===== src/rtl/riscv_pkg.sv =====
// Shared types and constants for the fetch/commit sequencer and branch unit.
package riscv_pkg;

    typedef enum logic [2:0] {
        ST_IDLE,
        ST_FETCH,
        ST_EXEC,
        ST_HALT,
        ST_TRAP
    } seq_state_t;

    // Branch-unit operation encodings, shared with the decoder.
    localparam logic [4:0] BR_NONE = 5'b00000;
    localparam logic [4:0] BR_JUMP = 5'b10000;
    localparam logic [4:0] BR_EQ   = 5'b01000;
    localparam logic [4:0] BR_NE   = 5'b01001;
    localparam logic [4:0] BR_LT   = 5'b01100;
    localparam logic [4:0] BR_GE   = 5'b01101;
    localparam logic [4:0] BR_LTU  = 5'b01110;
    localparam logic [4:0] BR_GEU  = 5'b01111;

    localparam int PC_STEP = 4;

endpackage


===== src/rtl/perf_counter.sv =====
// Wrapping event counter; a synchronous clear overrides a same-cycle increment.
module perf_counter #(
    parameter int CNT_W = 32
) (
    input  logic             clk,
    input  logic             rst_n,
    input  logic             clr,
    input  logic             inc,
    output logic [CNT_W-1:0] count
);

    logic [CNT_W-1:0] r_count;

    always_ff @(posedge clk or negedge rst_n) begin
        if (!rst_n) begin
            r_count <= '0;
        end else if (clr) begin
            r_count <= '0;
        end else if (inc) begin
            r_count <= r_count + CNT_W'(1);
        end
    end

    assign count = r_count;

endmodule


===== src/rtl/pc_sequencer.sv =====
// Program counter and instruction-fetch sequencer with halt/trap handling and perf counters.
//   state | meaning
//   IDLE  | single settling cycle after reset release
//   FETCH | InstReq high, waiting for InstReady
//   EXEC  | InstOut valid, commit decided at the clock edge
//   HALT  | ecall/ebreak committed, waiting for Resume
//   TRAP  | misaligned branch target, sticky until reset
module pc_sequencer
    import riscv_pkg::*;
#(
    parameter int              XLEN         = 32,
    parameter logic [XLEN-1:0] RESET_VECTOR = '0,
    parameter int              CNT_W        = 32
) (
    input  logic             clk,
    input  logic             rst_n,
    output logic             InstReq,
    output logic [XLEN-1:0]  PC,
    input  logic             InstReady,
    input  logic [31:0]      Inst,
    output logic [31:0]      InstOut,
    output logic             InstValid,
    input  logic             NextPCSrc,
    input  logic [XLEN-1:0]  ALURes,
    input  logic             Stall,
    input  logic             Halt,
    input  logic             Resume,
    input  logic             CntClr,
    output logic             Halted,
    output logic             Trap,
    output logic [XLEN-1:0]  TrapPC,
    output logic [CNT_W-1:0] RetireCnt,
    output logic [CNT_W-1:0] BrTakenCnt
);

    localparam logic [XLEN-1:0] LSB_CLR = ~XLEN'(1);

    seq_state_t      r_state;
    logic [XLEN-1:0] r_pc;
    logic [31:0]     r_inst;
    logic [XLEN-1:0] r_trap_pc;
    logic            r_inst_req;
    logic            r_inst_valid;
    logic            r_halted;
    logic            r_trap;

    logic [XLEN-1:0] w_target;
    logic [XLEN-1:0] w_pc_seq;
    logic            w_exec_go;
    logic            w_misaligned;
    logic            w_retire_inc;
    logic            w_br_inc;

    // JALR semantics: bit 0 of the target is always dropped.
    assign w_target     = ALURes & LSB_CLR;
    assign w_pc_seq     = r_pc + XLEN'(PC_STEP);
    assign w_exec_go    = (r_state == ST_EXEC) && !Stall;
    assign w_misaligned = NextPCSrc && w_target[1];

    // Halt outranks branching, so a halting instruction always retires.
    assign w_retire_inc = w_exec_go && (Halt || !w_misaligned);
    assign w_br_inc     = w_exec_go && !Halt && NextPCSrc && !w_target[1];

    always_ff @(posedge clk or negedge rst_n) begin
        if (!rst_n) begin
            r_state      <= ST_IDLE;
            r_pc         <= RESET_VECTOR;
            r_inst       <= '0;
            r_trap_pc    <= '0;
            r_inst_req   <= 1'b0;
            r_inst_valid <= 1'b0;
            r_halted     <= 1'b0;
            r_trap       <= 1'b0;
        end else begin
            case (r_state)
                ST_IDLE: begin
                    r_state    <= ST_FETCH;
                    r_inst_req <= 1'b1;
                end
                ST_FETCH: begin
                    if (InstReady) begin
                        r_inst       <= Inst;
                        r_state      <= ST_EXEC;
                        r_inst_req   <= 1'b0;
                        r_inst_valid <= 1'b1;
                    end
                end
                ST_EXEC: begin
                    if (!Stall) begin
                        r_inst_valid <= 1'b0;
                        if (Halt) begin
                            r_pc     <= w_pc_seq;
                            r_state  <= ST_HALT;
                            r_halted <= 1'b1;
                        end else if (w_misaligned) begin
                            r_trap_pc <= r_pc;
                            r_state   <= ST_TRAP;
                            r_trap    <= 1'b1;
                        end else begin
                            r_pc       <= NextPCSrc ? w_target : w_pc_seq;
                            r_state    <= ST_FETCH;
                            r_inst_req <= 1'b1;
                        end
                    end
                end
                ST_HALT: begin
                    if (Resume) begin
                        r_state    <= ST_FETCH;
                        r_halted   <= 1'b0;
                        r_inst_req <= 1'b1;
                    end
                end
                ST_TRAP: begin
                    r_state <= ST_TRAP;
                end
                default: begin
                    r_state      <= ST_IDLE;
                    r_inst_req   <= 1'b0;
                    r_inst_valid <= 1'b0;
                    r_halted     <= 1'b0;
                end
            endcase
        end
    end

    perf_counter #(.CNT_W(CNT_W)) u_retire_cnt (
        .clk   (clk),
        .rst_n (rst_n),
        .clr   (CntClr),
        .inc   (w_retire_inc),
        .count (RetireCnt)
    );

    perf_counter #(.CNT_W(CNT_W)) u_br_taken_cnt (
        .clk   (clk),
        .rst_n (rst_n),
        .clr   (CntClr),
        .inc   (w_br_inc),
        .count (BrTakenCnt)
    );

    assign InstReq   = r_inst_req;
    assign PC        = r_pc;
    assign InstOut   = r_inst;
    assign InstValid = r_inst_valid;
    assign Halted    = r_halted;
    assign Trap      = r_trap;
    assign TrapPC    = r_trap_pc;

endmodule


===== config.mk =====
export PLATFORM = sky130hd
export DESIGN_NAME = pc_sequencer
export DESIGN_NICKNAME = d
export VERILOG_FILES = /design/src/rtl/riscv_pkg.sv /design/src/rtl/perf_counter.sv /design/src/rtl/pc_sequencer.sv
export SDC_FILE = /design/constraint.sdc
export NUM_CORES = 1
export LEC_CHECK = 0
export CAP_MARGIN = 20
export CORE_MARGIN = 2
export CORE_UTILIZATION = 48
export DETAILED_ROUTE_END_ITERATION = 16
export GPL_TIMING_DRIVEN = 0
export PLACE_DENSITY = 0.78
export SYNTH_ARGS = -nofsm -noshare
export SYNTH_HDL_FRONTEND = slang
export SYNTH_SLANG_ARGS = --single-unit

===== constraint.sdc =====
create_clock -name clk -period 2.8 [get_ports clk]
set_input_delay 0.56 -clock clk [delete_from_list [all_inputs] [get_ports clk]]
set_output_delay 0.56 -clock clk [all_outputs]
set_load 0.05 [all_outputs]

**Word level (Yosys, flattened, before mapping)**

Cells that the tools add are included.

- $add $sub $neg: 3
- Equal/unequal tests: 11
- Multiplexer cells: 26
- Bitwise logic cells: 5
- Reduce and logical (&&, ||, !) cells: 23

Operator list:

| operator | number |
|---|---|
| $mux W32 | 7 |
| $add A32 B1 Y32 const B | 2 |
| $add A32 B3 Y32 const B | 1 |
| $mux W3 | 5 |
| $pmux W3 S5 | 1 |
| $ne A2 B2 Y1 const B | 7 |
| $mux W1 | 10 |
| $reduce_and A3 Y1 | 3 |
| $reduce_and A4 Y1 | 2 |
| $eq A3 B2 Y1 const B | 2 |
| $logic_and A1 B1 Y1 | 6 |
| $pmux W1 S3 | 2 |
| $reduce_and A6 Y1 | 1 |
| $reduce_or A3 Y1 | 2 |
| $not A1 Y1 | 5 |
| $pmux W1 S5 | 1 |
| $logic_not A1 Y1 | 4 |
| $reduce_bool A2 Y1 | 2 |
| $eq A3 B1 Y1 const B | 1 |
| $eq A3 B3 Y1 const B | 1 |
| $logic_not A3 Y1 | 1 |
| $reduce_and A2 Y1 | 1 |
| $logic_or A1 B1 Y1 | 1 |

- Bits in registers: 167
- Output and inout bits: 164
- Word-level logic and storage cells: 78

**Longest topological paths before layout**

Gate-level depths: netlist of run 1.

- Word-level depth: 7
- Depth in mapped cells: 7
- Depth with buffers taken out: 6

**Hierarchy**

A second synthesis of run 1 with hierarchy kept.

- Cell total of the unflattened synthesis: 769
- Area total of the unflattened synthesis: 8059.0 sq um

By module, submodules not included:

| module | times used | cells each | area an instance (sq um) | sequential area each (sq um) |
|---|---|---|---|---|
| pc_sequencer | 1 | 417 | 4698.3 | 2527.4 |
| perf_counter | 2 | 176 | 1680.4 | 800.8 |

**Least setup slack after synthesis of run 1**

OpenSTA, ideal clock, no wires.

- Path kind: input to register
- From: in Stall
- To: reg u_br_taken_cnt.r_count[29], in the netlist u_br_taken_cnt.count[29]
- Setup time: 0.078 ns
- Arrival time: 2.269 ns
- Required time: 2.722 ns
- Setup slack: 0.453 ns
- Stages: 6
- Buffers on the path: 1
- Path through: nor4b_4 > nand3_2 > or3_1 > buf_6 > or4_1 > a21oi_1

- Word-level cells in the longest chain between the ends: 6

RTL lines:

| element | line | RTL |
|---|---|---|
| from (decl) | pc_sequencer.sv:25 | `input logic Stall,` |
| $logic_not A1 Y1 | - |  |
| $logic_and A1 B1 Y1 | pc_sequencer.sv:57 | `assign w_exec_go = (r_state == ST_EXEC) && !Stall;` |
| $logic_and A1 B1 Y1 (3 in a row) | pc_sequencer.sv:62 | `assign w_br_inc = w_exec_go && !Halt && NextPCSrc && !w_target[1];` |
| $reduce_bool A2 Y1 (no source line) | - |  |
| to (signal assigned) | perf_counter.sv:20 | `r_count <= r_count + CNT_W'(1);` |
| to (decl) | perf_counter.sv:12 | `logic [CNT_W-1:0] r_count;` |

No other way between the ends.
A chain may end at the register's enable or synchronous reset.

**Worst setup path after layout of run 1**

- From: in ALURes[1]
- To: reg u_br_taken_cnt.r_count[27], in the netlist u_br_taken_cnt.count[27]

- Word-level cells in the longest chain between the ends: 3

RTL lines:

| element | line | RTL |
|---|---|---|
| from (decl) | pc_sequencer.sv:24 | `input logic [XLEN-1:0] ALURes,` |
| $logic_not A1 Y1 | pc_sequencer.sv:62 |  |
| $logic_and A1 B1 Y1 | pc_sequencer.sv:62 |  |
| $reduce_bool A2 Y1 (no source line) | - |  |

No other way between the ends.

==> flow_metrics.py, run 1 <==
metrics = {
    "place": {
        "dpl_cell_area_mm2": 0.0105,
        "gp_congestion": 0.916,
        "port_buffers": 232,
        "dp_hpwl_um": 16500,
    },
    "finish": {
        "diodes": 0,
        "nNetsFinal": 1088,
        "layout-drive-gt1-share_pct": 11.6,
        "final_area_mm2": 0.0112,
        "n_fill_cell": 1239,
        "area_growth_pct": 41.7,
    },
    "clocking": {
        "path_clk_slew_ns": 0.06,
        "cts_sinks": 165,
        "cts_root_buf": "clkbuf_16",
        "htreeDepth": 4,
        "cts_buffers": 17,
        "clock_latency_ns": 0.43,
        "clockBufferDepth": 2,
        "tritoncts": "yes",
    },
    "synth": {
        "syn_avg_cell_area_um2": 10.4,
        "ys_ff_latch": 165,
        "ys_warn_count": 0,
        "yosys.area.top_type_share_pct": 52.4,
        "synthCells": 757,
        "ys_seq_area_share_pct": 52.4,
        "synthArstFlopShare_pct": 100,
        "yosys-top-cells-area": "dfrtp_1, mux2_2, nor2_1",
        "synth_cell_types": 59,
        "post-synth-top-area-cell": "dfrtp_1",
        "synth_edf_count": 0,
        "syn-cell-area_mm2": 0.00788,
        "ys.flop_type": "dfrtp_1",
    },
    "timing": {
        "period_minus_slack_ns": 2.71,
        "holdWs_ns": 0.0794,
        "finClkSkew_ns": 0.00651,
        "setup_viol": 0,
        "final_hold_viol_count": 0,
        "final_max_slew_viol_count": 0,
        "tightest_slew_ns": 0.978,
        "fmax_mhz": 368,
        "slew_headroom_pct": 34.3,
        "finalCritPeriodShare_pct": 96.9,
        "rsz0062_at_grt": "no",
    },
    "critical_path": {
        "worst-setup-path-type": "primary input to flop",
        "critPathArrivalTime_ns": 3.06,
        "reg2reg_slack_ns": 0.26,
        "start_kind": "primary input",
        "crit_fanout": 10,
        "cp-end-kind": "flop",
        "cp.required_ns": 3.15,
    },
    "floorplanning": {
        "start_util_pct": 49.4,
        "io-pin-count": 236,
        "core_mm2": 0.0159,
        "dieArea_mm2": 0.0175,
        "dieWidth_um": 132,
        "die_h_um": 132,
        "rows": 46,
    },
    "detailed_routing": {
        "drtIter0Drc": 667,
        "drc": 0,
        "ant_nets": 0,
        "avgRoutedWirePerCell_um": 18.7,
        "vias_per_cell": 5.72,
        "detail_route.first_pass.iterations": 5,
        "routed_wl_um": 23100,
        "via_count": 7082,
    },
    "pwr": {
        "ir_drop_mv": 0.849,
        "power.density_mw_per_mm2": 964,
        "p_leak_uw": 0.00444,
        "power_uw": 10800,
    },
    "worst_hold_path": {
        "hp-class": "primary input to asynchronous set/reset pin",
    },
    "grt": {
        "grt_pass1_wl_um": 37700,
        "grt_max_degree": 98,
        "grt_pass1_vias": 7179,
        "antenna_found_initial": 1,
        "grt-ovfl-total": 0,
        "grtUsageTotal_pct": 27.1,
    },
    "outcome": {
        "status": "complete, no violations",
    },
    "flow_run": {
        "maxCapViolCount": 0,
    },
}
## power by group
part           switching, µW  total [µW]  internal (µW)
Sequential               550        3530           2980
Combinational           3050        4750           1700
Clock                    953        2470           1520
## critical path, cell delays in order
cell and delay, ns:
clkdlybuf4s50_1 0.63, nor3b_2 0.48, nand3_2 0.18, or3_1 0.41
buf_6 0.16, or4_1 0.49, a21oi_1 0.15
## synthesized netlist by cell type (3+ instances only)
library cell / number
a41oi_1: 4
a211oi_1: 3
xnor2_1: 25
ha_1: 3
dfrtp_1: 165
and4_1: 12
nand2b_1: 4
o21ai_0: 14
or3_1: 9
nand3b_1: 4
a21oi_1: 42
o22a_1: 4
buf_2: 6
nor3_1: 19
nand4_1: 31
nand2_1: 46
clkbuf_1: 32
nor2_1: 91
nand3_1: 39
and2_1: 4
mux2_2: 63
a31oi_1: 3
nor2b_1: 4
o22ai_1: 13
xor2_1: 26
nor4_1: 15
o31ai_1: 9
inv_1: 11
a2bb2oi_1: 5
or4_1: 7
and3_1: 9
## worst paths after layout
path / start / endpoint / cells after the start
setup / recovery: ALURes[1] / u_br_taken_cnt.count[27] / 7
hold / removal: rst_n / u_br_taken_cnt.count[16] / 1
setup reg to reg: r_state[1] / TrapPC[30] / 6
hold reg to reg: Trap / Trap / 1
max in group asynchronous: rst_n / r_state[1] / 2
min in group clk: Trap / Trap / 1
## cell type report
class / count / area (µm²) / area share (%)
clock inverters: 9 / 155 / 1.39
flip-flops and latches: 165 / 4130 / 37.0
repair buffers: 236 / 2380 / 21.3
inverters: 11 / 41.3 / 0.370
plain buffers: 42 / 183 / 1.64
well taps: 216 / 270 / 2.42
clock buffers: 19 / 453 / 4.06
multi-input cells: 540 / 3560 / 31.9
## state kept, by name, summed over array words and instances (netlist names)
signal	cells
InstOut	32
u_br_taken_cnt.count	32
Halted	1
r_state	3
InstValid	1
InstReq	1
u_retire_cnt.count	32
Trap	1
PC	31
TrapPC	31
## placed cells by master, fill, tap and decap left out, drive strengths merged, types with 13 or more instances in the layout
cell,n
buf,15
nor2,91
clkdlybuf4s50,231
a21oi,42
o21ai,14
xnor2,25
xor2,26
dfrtp,165
nor4,16
o22ai,13
mux2,63
nand3,40
nand4,31
clkbuf,51
nand2,46
nor3,19
## layer usage
metal  track usage (%)  share of wire (%)
met1              35.4                 41
met3              8.27                9.4
met2              43.1                 48
met4              9.42                1.9
met5                 0              0.056
## cells by family (layout without fill, tap and decap cells)
family | Yosys count | count (layout) | share of synthesized area, %
AND/OR/NAND/NOR | 305 | 305 | 20.0
flip-flops | 165 | 165 | 52.4
AO/OA/AOI/OAI | 114 | 114 | 9.29
multiplexers | 64 | 64 | 9.13
buffers and inverters | 53 | 317 | 2.81
XOR/XNOR | 51 | 51 | 5.67
adder cells (fa/ha/maj) | 4 | 4 | 0.604
other | 1 | 2 | 0.0476
## through the flow
| step | setup slack, ns | setup TNS [ns] | util [%] | cells |
|---|---|---|---|---|
| floorplan | 0.453 | 0 | - | 758 |
| detailed placement | -0.708 | -44.29 | 65.9 | 1207 |
| finish | 0.0861 | 0 | 70.0 | 1238 |
| CTS | 0.0498 | 0 | 70.0 | 1238 |
| global placement | -5.77 | -992.21 | 65.7 | 1206 |
| global route | 0.0176 | 0 | 70.0 | 1238 |
## timing repair
item                       CTS  global route
pin swaps                    1             0
setup endpoints to repair   48            31
hold buffers                 0             0
resized for setup            5             5
buffers inserted             3             0
Power figures use the tool's default switching activity.
==> inputs of run 2 (changes only) <==
- SYNTH_HIERARCHICAL: not set -> 1
==> run 2 against run 1 <==
  * Register-to-register slack worse by 0.23 ns
  * Utilization rose by 0.36 points
  * Routed wire length up 1.3%
  * Synthesized cell count up 1.6%
  * Via count rose by 5.3%
  * Worst setup slack got worse by 0.057 ns
  * Combinational power down 95%
  * Fmax is 2.1% lower
  * Flip-flop and latch count is the same
  * Clock skew up 0.0066 ns
==> flow_metrics.py, run 2 <==
metrics = {
    "detailed_routing": {
        "drc": 0,
        "ant_nets": 0,
        "routed_wl_um": 23400,
        "via_count": 7454,
        "detail_route.first_pass.iterations": 5,
        "drtIter0Drc": 650,
        "avgRoutedWirePerCell_um": 18.4,
        "vias_per_cell": 5.85,
    },
    "critical_path": {
        "worst-setup-path-type": "flop to flop",
        "critPathArrivalTime_ns": 3.13,
        "cpMostUsedCell": "buf_4",
        "cp.required_ns": 3.16,
        "crit_fanout": 10,
        "ff2ff_path_depth": 11,
        "start_kind": "flop",
        "max_stage_delay_ns": 0.56,
        "cpMaxStageDelayCell": "or4_1",
        "cp-end-kind": "flop",
        "path_cells": "nor4b_4 -> buf_4 -> nand2_4 -> inv_4 -> buf_8 -> buf_6 -> o211ai_1 -> or3_1 -> buf_4 -> or4_1 -> a21oi_2",
    },
    "grt": {
        "grt-ovfl-total": 0,
        "grt_pass1_wl_um": 37200,
        "antenna_found_initial": 0,
        "grt_pass1_vias": 7256,
        "grt_max_degree": 96,
        "grtUsageTotal_pct": 26.1,
    },
    "floorplanning": {
        "rows": 47,
        "dieWidth_um": 134,
        "die_h_um": 134,
        "dieArea_mm2": 0.0178,
        "core_mm2": 0.0165,
        "start_util_pct": 48.8,
        "io-pin-count": 236,
    },
    "timing": {
        "finClkSkew_ns": 0.0131,
        "slew_headroom_pct": 51.8,
        "final_hold_viol_count": 0,
        "finalCritPeriodShare_pct": 99.0,
        "final.setup.tns_ns": 0,
        "tightest_slew_ns": 0.724,
        "final_max_slew_viol_count": 0,
        "fmax_mhz": 361,
        "period_minus_slack_ns": 2.77,
        "setup_viol": 0,
    },
    "finish": {
        "area_growth_pct": 44.3,
        "final_cell_mix": "clkdlybuf4s50_1, dfrtp_1, a21oi_1",
        "layout-drive-gt1-share_pct": 16.2,
        "stdcell_count": 1274,
        "diodes": 0,
        "nNetsFinal": 1116,
        "final_common_cell": "clkdlybuf4s50_1",
        "n_fill_cell": 1239,
    },
    "outcome": {
        "status": "complete, no violations",
    },
    "synth": {
        "syn-cell-area_mm2": 0.00806,
        "ys_top_cells_by_count": "dfrtp_1, a21oi_1, mux2_2, nand2_1, nor2_1",
        "syn_avg_cell_area_um2": 10.5,
        "ys.flop_type": "dfrtp_1",
        "synthArstFlopShare_pct": 100,
        "post-synth-top-area-cell": "dfrtp_1",
        "synth_cell_types": 61,
        "yosys.area.top_type_share_pct": 51.2,
        "ys_seq_area_share_pct": 51.2,
        "synthCells": 769,
        "yosys-top-cells-area": "dfrtp_1, mux2_2, a21oi_1",
        "ys_ff_latch": 165,
        "ys_warn_count": 6,
        "synth.most_common_cell": "dfrtp_1",
        "synth_edf_count": 0,
    },
    "worst_hold_path": {
        "hp-class": "primary input to asynchronous set/reset pin",
    },
    "pwr": {
        "internal-power_uw": 3990,
        "switching_share_pct": 22.0,
        "seqPwrFrac_pct": 46.6,
        "p_comb_share_pct": 4.3,
        "p_sw_uw": 1130,
        "p_clk_share_pct": 49.1,
        "p_leak_uw": 0.00477,
        "ir_drop_mv": 0.418,
        "power.density_mw_per_mm2": 440,
    },
    "clocking": {
        "clock_latency_ns": 0.44,
        "cts_root_buf": "clkbuf_16",
        "htreeDepth": 4,
        "tritoncts": "yes",
        "cts_sinks": 165,
        "path_clk_slew_ns": 0.07,
        "cts_buffers": 17,
        "ctsHoldBuffers": 0,
        "clockBufferDepth": 2,
    },
    "place": {
        "gp_congestion": 0.922,
        "port_buffers": 231,
        "dp_hpwl_um": 16100,
        "dp.cells": 1222,
    },
    "flow_run": {
        "maxCapViolCount": 0,
    },
}
## run 2: cell types whose count changed after synthesis, moves of 7 or more
| cell | previous run | this run |
|---|---|---|
| nand4_1 | 31 | 20 |
| buf_4 | 2 | 9 |
| nand2_1 | 46 | 53 |
| or4_1 | 7 | 28 |
| o31ai_1 | 9 | 26 |
| nor2_1 | 91 | 46 |
| or3_1 | 9 | 21 |
| o21ai_0 | 14 | 31 |
| xor2_1 | 26 | 8 |
| clkbuf_1 | 32 | 21 |
| nand3_1 | 39 | 27 |
| xnor2_1 | 25 | 14 |
| inv_1 | 11 | 22 |
| a21oi_1 | 42 | 71 |
## run 2: power groups by stage
stage / Clock (µW) / Combinational (µW) / Sequential (µW)
after floorplan: 0 / 49.0 / 2430
final: 2510 / 222 / 2380
after global placement: 0 / 214 / 2430
after detailed placement: 0 / 221 / 2430
after global routing: 2640 / 243 / 2380
after CTS: 2540 / 223 / 2380
## run 2: cell families (layout without fill, tap and decap cells)
logic type	after synthesis	in the layout	synth area share (%)
buffers and inverters	70	353	4.05
other	1	2	0.0465
flip-flops	165	165	51.2
XOR/XNOR	22	22	2.39
AO/OA/AOI/OAI	173	173	13.5
AND/OR/NAND/NOR	268	269	19.0
adder cells (fa/ha/maj)	3	3	0.466
multiplexers	67	67	9.30
## run 2: critical path, delay by kind of cell (launching register included)
| family | cells | cell delay, ns |
|---|---|---|
| AOI/OAI and AO/OA | 2 | 0.28 |
| DFF | 1 | 0.45 |
| buffers and inverters | 5 | 0.65 |
| and+or+nand+nor | 4 | 1.30 |
## run 2: path summary, 6_finish.rpt
| kind | start | end | slack, ns |
|---|---|---|---|
| min reg2reg | Trap | Trap | 0.48 |
| max | r_state[0] | u_br_taken_cnt/count[28] | 0.03 |
| min in group clk | CntClr | u_retire_cnt/count[22] | 0.36 |
| max in group asynchronous | rst_n | r_state[0] | 1.83 |
| min | rst_n | u_retire_cnt/count[20] | 0.15 |
| max reg2reg | r_state[0] | u_br_taken_cnt/count[28] | 0.03 |
## run 2: through the flow
step | area, µm² | total power [µW] | hold WS (ns) | worst slack [ns] | utilization (%)
2_1_floorplan | 8090 | 2480 | 0.264 | -0.0181 | -
3_3_place_gp | 10700 | 2640 | 0.456 | -5.88 | 64.6
3_5_place_dp | 10700 | 2650 | 0.462 | -1.12 | 64.8
4_1_cts | 11400 | 5150 | 0.195 | 0.0172 | 69.2
5_1_grt | 11600 | 5270 | 0.227 | -0.0718 | 70.4
6_report | 11600 | 5120 | 0.152 | 0.0287 | 70.4
## run 2: cell type report
type                       count  area [µm²]  share of cell area [%]
buffer                        47         293                    2.52
clock buffer                  18         429                    3.69
clock inverter                14         196                    1.69
inverter                      22        85.1                   0.731
multi-input combinational    536        3710                    31.9
sequential                   165        4130                    35.5
tap                          220         275                    2.37
timing repair buffer         252        2510                    21.6
## run 2: routing by layer
| layer | global-route usage (%) | share of wire (%) |
|---|---|---|
| met5 | 0 | 0 |
| met2 | 44.2 | 50 |
| met1 | 32.9 | 41 |
| met3 | 6.39 | 7.6 |
| met4 | 9.22 | 2.0 |
## run 2: repair_timing
| item | CTS | global route |
|---|---|---|
| hold endpoints to repair | 0 | 0 |
| setup endpoints to repair | 45 | 36 |
| setup buffers | 10 | 9 |
| pin swaps | 6 | 11 |
| resized for setup | 12 | 30 |
| gates cloned | 0 | 2 |
